### config.mk
export PLATFORM = sky130hd
export DESIGN_NAME = io_port_bank_flat
export DESIGN_NICKNAME = d
export VERILOG_FILES = /design/src/rtl/io_port_bank_if.sv /design/src/rtl/io_port_bank.sv /design/src/flat_wrapper.sv
export SDC_FILE = /design/constraint.sdc
export NUM_CORES = 1
export LEC_CHECK = 0
export BUFFER_PORTS_ARGS = -buffer_cell sky130_fd_sc_hd__buf_2
export CORE_MARGIN = 1
export CORE_UTILIZATION = 40
export DETAILED_ROUTE_END_ITERATION = 12
export PLACE_DENSITY = 0.63
export SLEW_MARGIN = 30
export SYNTH_ARGS = -nofsm -noshare
export SYNTH_HDL_FRONTEND = slang
export SYNTH_SLANG_ARGS = --single-unit
### constraint.sdc
create_clock -name clk -period 1.9 [get_ports clk]
set_input_delay 0.095 -clock clk [delete_from_list [all_inputs] [get_ports clk]]
set_output_delay 0.095 -clock clk [all_outputs]
set_load 0.01 [all_outputs]
### src/rtl/io_port_bank_if.sv
// Core-side IN/OUT bus of the I/O port bank.
// Read data returns one cycle after the strobe, qualified by rd_valid.
interface io_port_bank_if #(
  parameter int ADDR_W = 8,
  parameter int DATA_W = 8
);
  logic              rd_en;
  logic              wr_en;
  logic [ADDR_W-1:0] addr;
  logic [DATA_W-1:0] wr_data;
  logic [DATA_W-1:0] rd_data;
  logic              rd_valid;

  modport master (
    output rd_en, wr_en, addr, wr_data,
    input  rd_data, rd_valid
  );

  modport slave (
    input  rd_en, wr_en, addr, wr_data,
    output rd_data, rd_valid
  );
endinterface

### src/rtl/io_port_bank.sv
// External I/O port bank: synchronised inputs, change flags, registered outputs.
// Define IO_CHG_IRQ_EN to add the MASK register and the change interrupt.
module io_port_bank #(
  parameter int              DATA_W    = 8,
  parameter int              N_PORTS   = 4,
  parameter int              ADDR_W    = 8,
  parameter logic [ADDR_W-1:0] PORT_BASE = '0
) (
  input  logic                      clk,
  input  logic                      Reset,
  io_port_bank_if.slave             bus,
  input  logic [N_PORTS*DATA_W-1:0] ext_in,
  output logic [N_PORTS*DATA_W-1:0] ext_out,
  output logic [N_PORTS-1:0]        chg_pending,
  output logic                      irq
);

  localparam logic [ADDR_W-1:0] STAT_OFF = ADDR_W'(N_PORTS);
  localparam logic [ADDR_W-1:0] MASK_OFF = ADDR_W'(N_PORTS + 1);

  logic [ADDR_W-1:0]  off;
  logic [DATA_W-1:0]  s1 [N_PORTS];
  logic [DATA_W-1:0]  s2 [N_PORTS];
  logic [DATA_W-1:0]  s3 [N_PORTS];
  logic [1:0]         warm;
  logic               warm_done;
  logic [N_PORTS-1:0] port_sel;
  logic [N_PORTS-1:0] chg_set;
  logic               stat_sel;
  logic               mask_sel;
  logic               stat_rd;
  logic [DATA_W-1:0]  mask_rd;
  logic [DATA_W-1:0]  rd_mux;

  // Offset wraps modulo 2^ADDR_W, so addresses below PORT_BASE fall unmapped.
  assign off       = bus.addr - PORT_BASE;
  assign stat_sel  = (off == STAT_OFF);
  assign mask_sel  = (off == MASK_OFF);
  assign stat_rd   = bus.rd_en && stat_sel;
  assign warm_done = (warm == 2'd3);

  always_comb begin
    port_sel = '0;
    chg_set  = '0;
    for (int i = 0; i < N_PORTS; i++) begin
      port_sel[i] = (off == ADDR_W'(i));
      chg_set[i]  = warm_done && (s2[i] != s3[i]);
    end
  end

  always_comb begin
    rd_mux = '0;
    for (int i = 0; i < N_PORTS; i++) begin
      if (port_sel[i]) rd_mux = s2[i];
    end
    if (stat_sel) rd_mux = DATA_W'(chg_pending);
    if (mask_sel) rd_mux = mask_rd;
  end

  always_ff @(posedge clk) begin
    if (Reset) begin
      warm         <= '0;
      ext_out      <= '0;
      chg_pending  <= '0;
      bus.rd_data  <= '0;
      bus.rd_valid <= 1'b0;
      for (int i = 0; i < N_PORTS; i++) begin
        s1[i] <= '0;
        s2[i] <= '0;
        s3[i] <= '0;
      end
    end else begin
      if (!warm_done) warm <= warm + 2'd1;
      for (int i = 0; i < N_PORTS; i++) begin
        s1[i] <= ext_in[i*DATA_W +: DATA_W];
        s2[i] <= s1[i];
        s3[i] <= s2[i];
        if (bus.wr_en && port_sel[i])
          ext_out[i*DATA_W +: DATA_W] <= bus.wr_data;
      end
      bus.rd_valid <= bus.rd_en;
      if (bus.rd_en) bus.rd_data <= rd_mux;
      // A fresh change on the read edge survives the clear.
      chg_pending <= (stat_rd ? '0 : chg_pending) | chg_set;
    end
  end

`ifdef IO_CHG_IRQ_EN
  logic [N_PORTS-1:0] mask_q;

  assign mask_rd = DATA_W'(mask_q);

  always_ff @(posedge clk) begin
    if (Reset) begin
      mask_q <= '0;
      irq    <= 1'b0;
    end else begin
      if (bus.wr_en && mask_sel)
        mask_q <= bus.wr_data[N_PORTS-1:0];
      irq <= |(chg_pending & mask_q);
    end
  end
`else
  assign mask_rd = '0;
  assign irq     = 1'b0;
`endif

endmodule
### src/flat_wrapper.sv
// flat-port wrapper written by rule: the top's interface ports become plain ports
module io_port_bank_flat 
#(
  parameter int              DATA_W    = 8,
  parameter int              N_PORTS   = 4,
  parameter int              ADDR_W    = 8,
  parameter logic [ADDR_W-1:0] PORT_BASE = '0
)
  (clk, Reset, ext_in, ext_out, chg_pending, irq, bus_rd_en, bus_wr_en, bus_addr, bus_wr_data, bus_rd_data, bus_rd_valid);
  io_port_bank_if #(.ADDR_W(ADDR_W), .DATA_W(DATA_W)) bus_i ();
  input  logic clk;
  input  logic Reset;
  input  logic [N_PORTS*DATA_W-1:0] ext_in;
  output logic [N_PORTS*DATA_W-1:0] ext_out;
  output logic [N_PORTS-1:0] chg_pending;
  output logic irq;
  input wire logic [$bits(bus_i.rd_en)-1:0] bus_rd_en;
  input wire logic [$bits(bus_i.wr_en)-1:0] bus_wr_en;
  input wire logic [$bits(bus_i.addr)-1:0] bus_addr;
  input wire logic [$bits(bus_i.wr_data)-1:0] bus_wr_data;
  output wire logic [$bits(bus_i.rd_data)-1:0] bus_rd_data;
  output wire logic [$bits(bus_i.rd_valid)-1:0] bus_rd_valid;
  assign bus_i.rd_en = bus_rd_en;
  assign bus_i.wr_en = bus_wr_en;
  assign bus_i.addr = bus_addr;
  assign bus_i.wr_data = bus_wr_data;
  assign bus_rd_data = bus_i.rd_data;
  assign bus_rd_valid = bus_i.rd_valid;
  io_port_bank #(.DATA_W(DATA_W), .N_PORTS(N_PORTS), .ADDR_W(ADDR_W), .PORT_BASE(PORT_BASE)) u_core (.clk(clk), .Reset(Reset), .bus(bus_i), .ext_in(ext_in), .ext_out(ext_out), .chg_pending(chg_pending), .irq(irq));
endmodule
==> flow_metrics.py, run 1 <==
metrics = {
    "logic_synthesis": {
        "synth_seq_cells": 143,
        "synth-main-ff-cell": "dfxtp_1",
        "ys_seq_area_share_pct": 58.5,
        "synth.distinct_cells": 36,
        "yosys_warnings": 0,
        "ys_async_sr_fraction_pct": 0,
        "avgSynthCellArea_um2": 10.9,
        "synth_nets": 502,
        "synthCells": 449,
        "synth_edf_count": 0,
        "syn_area_mm2": 0.00490,
    },
    "power": {
        "p_int_w": 0.00531,
        "p_total_w": 0.00684,
        "leakage_nw": 3.15,
        "switching_share_pct": 22.3,
        "p_comb_share_pct": 6.0,
        "switching_power_w": 0.00153,
        "power_density_mw_per_mm2": 1040,
        "clkPwrFrac_pct": 47.8,
        "p_seq_share_pct": 46.2,
        "ir_worst_vdd_mv": 0.512,
    },
    "worst_setup_path": {
        "cp_cell_sequence": "xor2_1, nor4_1, a21oi_1, a21o_1",
        "end_kind": "flop",
        "critPathMaxFanout": 3,
        "cpMaxStageDelayCell": "nor4_1",
        "crit_arrival_ns": 1.67,
        "slowest_delay_ns": 0.44,
        "worstSetupPathType": "reg2reg",
        "startpoint_type": "flop",
        "worstPathRequired_ns": 2.21,
    },
    "routing": {
        "drc_errors": 0,
        "vias_per_cell": 4.57,
        "wl_per_cell_um": 13.2,
        "firstDrtPassIters": 4,
        "vias": 3452,
        "ant_nets": 0,
        "drt_wl_total_um": 9990,
        "drt_iter0_drc": 147,
    },
    "floorplanning": {
        "core_mm2": 0.0120,
        "io_pins": 98,
        "rows": 40,
        "dieWidth_um": 113,
        "die_h_um": 113,
        "start_util_pct": 40.9,
        "die_area_mm2": 0.0127,
    },
    "placed_design": {
        "dp_hpwl_um": 6860,
        "dpl_cell_area_mm2": 0.00552,
        "gp_congestion": 0.861,
        "io_buffers": 96,
    },
    "clock_network": {
        "cts_buffers": 17,
        "htree_levels": 4,
        "clkTransAtPathRegs_ns": 0.06,
        "clockBufferDepth": 2,
        "clock_latency_ns": 0.41,
        "cts_tree": "built",
        "clock_sinks": 143,
        "cts_root_buf": "clkbuf_16",
    },
    "sta": {
        "setup_violations": 0,
        "slew_viol_final": 0,
        "finalHoldViolCount": 0,
        "skew_ns": 0.00577,
        "fin_crit_sh_pct": 71.5,
        "hold_slack_ns": 0.175,
        "fmax_mhz": 736,
        "tightestPinTransition_ns": 0.703,
        "relSlewSlack_pct": 53.1,
        "fin_setup_tns_ns": 0,
        "rsz0062_at_grt": "no",
        "fin_crit_ns": 1.36,
    },
    "final_layout": {
        "num_antenna_cells": 0,
        "finalInstanceArea_mm2": 0.00657,
        "synthToLayoutAreaGrowth_pct": 34.1,
        "drive_above_1_share_pct": 24.3,
        "fin_nets": 648,
    },
    "grt": {
        "grt_pass1_wl_um": 16100,
        "grt_max_degree": 78,
        "antenna_found_initial": 0,
        "grt_use_total_pct": 17.0,
        "grt_pass1_vias": 3352,
        "overflow": 0,
    },
    "status": {
        "run_status": "completed",
    },
    "worst_hold_path": {
        "hold_class": "in2reg",
    },
    "run": {
        "max-cap-violations": 0,
    },
}
==> kinds of logic after synthesis <==
group,synth area share [%]
AOI/OAI and AO/OA,4.98
buffers and inverters,2.35
DFF,58.5
adders and majority gates,0.255
other,0.0766
muxes,8.58
and+or+nand+nor,19.4
xor gates and xnor gates,5.90
==> through the flow <==
| stage | cells | util (%) | setup WS, ns |
|---|---|---|---|
| 2_1_floorplan | 449 | - | 0.454 |
| 3_3_place_gp | 678 | 46.2 | 0.313 |
| 3_5_place_dp | 678 | 46.2 | 0.272 |
| 4_1_cts | 755 | 54.9 | 0.545 |
| 5_1_grt | 755 | 54.9 | 0.425 |
| 6_report | 755 | 54.9 | 0.542 |
==> layout make-up <==
cell class                      instances  area, um2
Tap cell                              147        184
Clock inverter                         14        156
Timing Repair Buffer                  148        986
Clock buffer                           18        439
Inverter                                5       18.8
Sequential cell                       143       2860
Fill cell                            1068       5400
Multi-Input combinational cell        280       1920
==> power by group through the flow <==
stage | logic (W) | registers [W] | clock network [W]
6_report | 0.000410 | 0.00316 | 0.00327
5_1_grt | 0.000460 | 0.00317 | 0.00349
4_1_cts | 0.000412 | 0.00316 | 0.00335
3_5_place_dp | 0.000339 | 0.00323 | 0
3_3_place_gp | 0.000332 | 0.00322 | 0
2_1_floorplan | 0.000218 | 0.00321 | 0
==> layer usage <==
metal / part of all wire [%] / wire, um / global-route usage [%]
met4: 1.6 / 155 / 7.29
met3: 6.1 / 605 / 6.64
met1: 44 / 4400 / 19.8
met2: 48 / 4830 / 27.7
met5: 0 / 0 / 0
==> worst max-delay path, delay by kind of cell, from the launching register on <==
kind                      cells  cell delay, ns
AOI/OAI and AO/OA             2            0.32
xor gates and xnor gates      1            0.16
and+or+nand+nor               1            0.44
DFF                           1            0.33
==> Yosys cell counts, types with 2 or more instances <==
| cell type | number | area [um2] |
|---|---|---|
| clkbuf_1 | 14 | 52.6 |
| nor2_1 | 42 | 158 |
| mux2i_1 | 33 | 330 |
| or3_4 | 2 | 22.5 |
| mux2_2 | 8 | 90.1 |
| nand3_1 | 2 | 10.0 |
| a32o_1 | 4 | 40.0 |
| a21oi_1 | 4 | 20.0 |
| inv_1 | 5 | 18.8 |
| o22ai_1 | 4 | 25.0 |
| dfxtp_1 | 143 | 2860 |
| nor2b_1 | 98 | 613 |
| xor2_1 | 33 | 289 |
| buf_2 | 3 | 15.0 |
| o31ai_1 | 4 | 30.0 |
| nand2_1 | 5 | 18.8 |
| a21o_1 | 4 | 30.0 |
| a22oi_1 | 4 | 30.0 |
| nand2b_1 | 2 | 12.5 |
| o21ai_0 | 12 | 60.1 |
| nor4_1 | 8 | 50.1 |
==> worst paths after layout <==
check                       start                     to  slack, ns  cells after the start
hold / removal        bus_addr[1]  u_core.bus.rd_data[7]       0.18                      3
setup reg to reg  u_core.s2[3][5]  u_core.chg_pending[3]       0.54                      4
hold reg to reg   u_core.s1[0][6]        u_core.s2[0][6]       0.43                      1
setup / recovery  u_core.s2[3][5]  u_core.chg_pending[3]       0.54                      4
==> flip-flops by register name (all words and copies together), names as in the netlist <==
name	count
u_core.s2	32
u_core.s1	32
u_core.ext_out	32
u_core.bus.rd_valid	1
u_core.chg_pending	4
u_core.bus.rd_data	8
u_core.warm	2
u_core.s3	32
==> repair_timing <==
item | 4_1_cts | 5_1_grt
resized for setup | 0 | 0
buffers inserted | 0 | 0
endpoints found under the hold margin | 74 | 0
hold buffers | 45 | 0
==> layout by cell type, fill, tap and decap left out, types with 12 or more instances in the layout <==
cell type,netlist,routed
clkbuf_16,0,17
o21ai_0,12,12
buf_2,3,95
nor2_1,42,42
xor2_1,33,33
dfxtp_1,143,143
dlygate4sd3_1,0,45
mux2i_1,33,33
nor2b_1,98,98
No activity file was read; power rests on OpenSTA's default activity.
==> run 2: changes to the inputs <==
==> constraint.sdc (replaced) <==
create_clock -name clk -period 1.3 [get_ports clk]
set_input_delay 0.065 -clock clk [delete_from_list [all_inputs] [get_ports clk]]
set_output_delay 0.065 -clock clk [all_outputs]
set_load 0.01 [all_outputs]
==> run 2 against run 1 <==
Against the previous run:
- non-clock buffer count up 8
- via count about the same
- count of clock-buffer cells in the layout up 4
- first-iteration DRC count down 0.68%
- cell area up 1.1%
- register-to-register slack worse by 0.49 ns
- sequential power up 46%
- highest routed layer unchanged
==> flow_metrics.py, run 2 (synthesis gave the netlist of run 1 again) <==
metrics = {
    "status": {
        "run_status": "completed",
    },
    "clock_network": {
        "htree_levels": 4,
        "post_cts_buffers": 0,
        "cts_root_buf": "clkbuf_16",
        "clkTransAtPathRegs_ns": 0.06,
        "cts_buffers": 17,
        "clock_sinks": 143,
        "clockBufferDepth": 2,
        "cts_tree": "built",
        "clock_latency_ns": 0.42,
    },
    "final_layout": {
        "multi_input_comb_area_mm2": 0.00194,
        "num_antenna_cells": 0,
        "fillCellCount": 1064,
        "synthToLayoutAreaGrowth_pct": 35.5,
        "drive_above_1_share_pct": 26.1,
        "fin_nets": 656,
        "seq_area_mm2": 0.00286,
        "final_common_cell": "dfxtp_1",
        "final_cell_mix": "dfxtp_1 (143), nor2b_1 (98), buf_2 (95), nor2_1 (42), dlygate4sd3_1 (42)",
    },
    "grt": {
        "grt_use_total_pct": 16.5,
        "grt_pass1_vias": 3294,
        "grt_max_degree": 72,
        "antenna_found_initial": 0,
        "overflow": 0,
        "grt_pass1_wl_um": 16000,
    },
    "sta": {
        "fin_crit_ns": 1.25,
        "fin_ws_ns": 0.0469,
        "fin_crit_sh_pct": 96.4,
        "hold_slack_ns": 0.146,
        "setup_violations": 0,
        "slew_viol_final": 0,
        "finalHoldViolCount": 0,
        "tightestPinTransition_ns": 0.594,
        "fmax_mhz": 798,
        "relSlewSlack_pct": 60.3,
        "rsz0062_at_grt": "no",
        "skew_ns": 0.00947,
    },
    "routing": {
        "vias": 3450,
        "drt_iter0_drc": 146,
        "vias_per_cell": 4.52,
        "drt_wl_total_um": 9760,
        "ant_nets": 0,
        "drc_errors": 0,
        "wl_per_cell_um": 12.8,
        "firstDrtPassIters": 4,
    },
    "worst_setup_path": {
        "worstSetupPathType": "reg2reg",
        "worstPathRequired_ns": 1.61,
        "path_delay_family": "compound AO/OA/AOI/OAI gates",
        "cpMaxStageDelayCell": "dfxtp_1",
        "end_kind": "flop",
        "critPathMaxFanout": 3,
        "startpoint_type": "flop",
        "path_buf_inv": 0,
        "cp_cell_sequence": "mux2_2, a22oi_1, o21ai_1, a32o_1",
        "crit_arrival_ns": 1.56,
        "slowest_delay_ns": 0.36,
    },
    "floorplanning": {
        "core_mm2": 0.0120,
        "rows": 40,
        "io_pins": 98,
        "die_h_um": 113,
        "die_area_mm2": 0.0127,
        "dieWidth_um": 113,
        "start_util_pct": 40.9,
    },
    "placed_design": {
        "dp_hpwl_um": 6810,
        "io_buffers": 96,
        "post-place-ws_ns": -0.187,
        "gp_congestion": 0.875,
    },
    "power": {
        "leakage_nw": 3.19,
        "ir_worst_vdd_mv": 0.907,
        "power_density_mw_per_mm2": 1480,
    },
    "worst_hold_path": {
        "hold_class": "in2reg",
    },
    "run": {
        "max-cap-violations": 0,
    },
}
## run 2: cell count changes in the layout (fill, tap and decap cells not counted), sizes merged
cell / change
dlygate4sd3: -3
clkbuf: +4
buf: +11
clkinv: +2
inv: -5
bufinv: -1
## run 2: what timing repair did
item | 4_1_cts | 5_1_grt
hold buffers | 42 | 0
resized for setup | 1 | 5
setup endpoints to repair | 1 | 4
hold endpoints to repair | 67 | 0
## run 2: layer usage
layer  GRT usage (%)  part of all wire [%]
met5               0                     0
met3            5.89                   4.8
met4            8.00                   2.3
met1            19.8                    47
met2            26.2                    46
## run 2: report_power, final
part | leakage, nW | total (W) | switching, W | internal (W)
Combinational | 1.74 | 0.000621 | 0.000277 | 0.000344
Clock | 0.278 | 0.00455 | 0.00174 | 0.00281
Sequential | 1.17 | 0.00462 | 0.0000831 | 0.00454
## run 2: final cells by class
cell class | instances | share of cell area (%)
clock buffers | 22 | 7.29
repair buffers | 156 | 16.0
clock inverters | 10 | 1.30
multi-input cells | 280 | 29.2
well taps | 147 | 2.77
inverters | 5 | 0.283
flip-flops and latches | 143 | 43.1
## run 2: path summary, 6_finish.rpt
check / startpoint / endpoint / slack, ns / cells after the start
setup / recovery: u_core.s2[3][3] / u_core.bus.rd_data[3] / 0.05 / 4
hold reg to reg: u_core.s1[3][5] / u_core.s2[3][5] / 0.43 / 1
hold / removal: bus_addr[1] / u_core.bus.rd_data[7] / 0.15 / 3
setup reg to reg: u_core.s2[3][3] / u_core.bus.rd_data[3] / 0.05 / 4
## run 2: worst min-delay path, delay by kind of cell
| family | cells | cell delay (ns) |
|---|---|---|
| AOI/OAI and AO/OA | 2 | 0.28 |
| buffers and inverters | 1 | 0.16 |
## run 2: through the flow
step | power (W) | setup TNS [ns] | std cells | util [%] | area, um2
floorplan | 0.00501 | 0 | 449 | - | 4900
global placement | 0.00522 | -1.77 | 689 | 47.1 | 5630
detailed placement | 0.00523 | -2.07 | 689 | 47.1 | 5630
CTS | 0.00990 | 0 | 763 | 55.4 | 6620
global route | 0.0102 | 0 | 763 | 55.5 | 6640
finish | 0.00979 | 0 | 763 | 55.5 | 6640
==> run 3: changes to the inputs <==
--- a/config.mk
+++ b/config.mk
@@ -6,10 +6,12 @@
 export NUM_CORES = 1
 export LEC_CHECK = 0
 export BUFFER_PORTS_ARGS = -buffer_cell sky130_fd_sc_hd__buf_2
+export CORE_ASPECT_RATIO = 1.1
 export CORE_MARGIN = 1
 export CORE_UTILIZATION = 40
+export CTS_BUF_LIST = sky130_fd_sc_hd__clkbuf_16
 export DETAILED_ROUTE_END_ITERATION = 12
-export PLACE_DENSITY = 0.63
+export PLACE_DENSITY = 0.65
 export SLEW_MARGIN = 30
 export SYNTH_ARGS = -nofsm -noshare
 export SYNTH_HDL_FRONTEND = slang
==> constraint.sdc (replaced) <==
create_clock -name clk -period 1.1 [get_ports clk]
set_input_delay 0.055 -clock clk [delete_from_list [all_inputs] [get_ports clk]]
set_output_delay 0.055 -clock clk [all_outputs]
set_load 0.01 [all_outputs]
==> run 3 against run 2 <==
Against the previous run:
- the run now ends with negative setup slack left
- fmax up 3.0%
- clock skew down 0.0046 ns
- non-clock buffer count up 24
- first-iteration DRC count up 35%
- sequential cell count unchanged
- critical endpoint is now u_core.bus.rd_data[2]
- largest cell class unchanged
- largest power group unchanged
- highest routed layer unchanged
==> flow_metrics.py, run 3 (synthesis gave the netlist of run 1 again) <==
metrics = {
    "worst_setup_path": {
        "cp_cell_sequence": "mux2_4, a22oi_2, o21ai_2, a32o_1",
        "worstSetupPathType": "reg2reg",
        "startpoint_type": "flop",
        "path_buf_inv": 0,
        "worstPathRequired_ns": 1.40,
        "slowest_delay_ns": 0.35,
        "r2r-start": "u_core.s2[3][2]",
        "path_delay_family": "compound AO/OA/AOI/OAI gates",
        "crit_arrival_ns": 1.52,
        "crit_path_start": "u_core.s2[3][2]",
        "critPathMaxFanout": 3,
        "end_kind": "flop",
        "cpMaxStageDelayCell": "dfxtp_2",
    },
    "final_layout": {
        "num_antenna_cells": 0,
        "fin_nets": 680,
        "fillCellCount": 1038,
        "final_cell_mix": "dfxtp_1 (125), nor2b_1 (97), buf_2 (95), dlygate4sd3_1 (45), nor2_1 (42)",
        "final_common_cell": "dfxtp_1",
        "drive_above_1_share_pct": 34.1,
        "finalInstanceArea_mm2": 0.00700,
        "synthToLayoutAreaGrowth_pct": 42.9,
    },
    "floorplanning": {
        "io_pins": 98,
        "core_mm2": 0.0120,
        "start_util_pct": 40.9,
        "die_h_um": 118,
        "rows": 42,
        "dieWidth_um": 108,
        "die_area_mm2": 0.0127,
    },
    "clock_network": {
        "cts_buffers": 17,
        "clock_sinks": 143,
        "clockBufferDepth": 2,
        "cts_tree": "built",
        "htree_levels": 4,
        "clock_latency_ns": 0.41,
        "cts_root_buf": "clkbuf_16",
        "clkTransAtPathRegs_ns": 0.06,
    },
    "routing": {
        "drt_wl_total_um": 10500,
        "wl_per_cell_um": 13.2,
        "drt_iter0_drc": 197,
        "firstDrtPassIters": 4,
        "vias_per_cell": 4.52,
        "ant_nets": 0,
        "vias": 3586,
        "drc_errors": 0,
    },
    "worst_hold_path": {
        "hold_class": "in2reg",
        "hp-start": "Reset",
    },
    "grt": {
        "overflow": 0,
        "grt_use_total_pct": 17.3,
        "antenna_found_initial": 0,
        "grt_max_degree": 70,
        "grt_pass1_vias": 3553,
        "grt_pass1_wl_um": 16600,
    },
    "sta": {
        "relSlewSlack_pct": 57.1,
        "fin_crit_ns": 1.22,
        "finalHoldViolCount": 0,
        "fin_ws_ns": -0.116,
        "slew_viol_final": 0,
        "tightestPinTransition_ns": 0.643,
        "fmax_mhz": 822,
        "setup_violations": 7,
        "rsz0062_at_grt": "yes",
        "skew_ns": 0.00483,
        "fin_crit_sh_pct": 111,
    },
    "placed_design": {
        "io_buffers": 96,
        "post-place-ws_ns": -0.435,
        "dp_hpwl_um": 7220,
        "dpl_cell_area_mm2": 0.00583,
        "gp_congestion": 0.825,
    },
    "power": {
        "switching_share_pct": 24.5,
        "p_int_w": 0.00884,
        "clkPwrFrac_pct": 46.2,
        "p_seq_share_pct": 46.6,
        "power_density_mw_per_mm2": 1670,
        "ir_worst_vdd_mv": 1.05,
        "p_comb_share_pct": 7.2,
        "switching_power_w": 0.00287,
        "leakage_nw": 3.38,
    },
    "run": {
        "max-cap-violations": 0,
    },
    "status": {
        "run_status": "finished with violations",
        "failed_checks": "negative setup slack",
    },
}
[run 3: changes by cell type in the layout (fill, tap and decap cells not counted), sizes merged]
cell | previous run | this run
bufinv | 1 | 0
buf | 114 | 135
inv | 5 | 14
clkbuf | 22 | 17
dlygate4sd3 | 42 | 45
clkinvlp | 3 | 0
[run 3: tightest hold or removal path, stage by stage]
cell and delay, ns:
buf_4 0.12, nand2b_1 0.15, inv_1 0.04
[run 3: final timing paths]
path	slack (ns)	cells past startpoint	end
hold / removal	0.007	3	u_core.bus.rd_valid
hold reg to reg	0.44	1	u_core.s2[0][4]
setup / recovery	-0.12	4	u_core.bus.rd_data[2]
setup reg to reg	-0.12	4	u_core.bus.rd_data[2]
[run 3: repair_timing]
item	4_1_cts	5_1_grt
pin swaps	8	14
hold endpoints to repair	71	0
hold buffers	45	0
endpoints found under the setup margin	8	12
gates resized for setup	17	24
setup buffers	1	0
[run 3: metal layers]
layer | part of all wire (%) | global-route usage, % | up-vias
met3 | 6.2 | 6.48 | 13
met1 | 45 | 20.5 | 1628
met4 | 1.7 | 7.79 | 0
met5 | 0 | 0 | -
li1 | - | - | 1832
met2 | 47 | 27.7 | 113
[run 3: cell type report]
type | count | area, um2 | area share, %
well taps | 154 | 193 | 2.75
repair buffers | 180 | 1270 | 18.1
multi-input cells | 280 | 2060 | 29.5
inverters | 5 | 18.8 | 0.268
flip-flops and latches | 143 | 2890 | 41.3
clock inverters | 15 | 145 | 2.07
clock buffers | 17 | 425 | 6.08
[run 3: power by group through the flow]
stage,sequential [W],combinational (W),clock (W)
finish,0.00546,0.000846,0.00541
global route,0.00547,0.000932,0.00575
CTS,0.00545,0.000816,0.00552
detailed placement,0.00557,0.000675,0
global placement,0.00556,0.000659,0
floorplan,0.00555,0.000384,0
[run 3: metrics by stage]
stage	utilization [%]	power, W	cells	hold slack [ns]	TNS [ns]
after floorplan	-	0.00593	449	0.183	-2.16
after global placement	48.6	0.00622	716	0.264	-7.01
after detailed placement	48.6	0.00624	716	0.267	-8.00
after CTS	57.6	0.0118	794	-0.00929	-0.587
after global routing	58.4	0.0122	794	0.00693	-0.848
final	58.4	0.0117	794	0.00659	-0.519
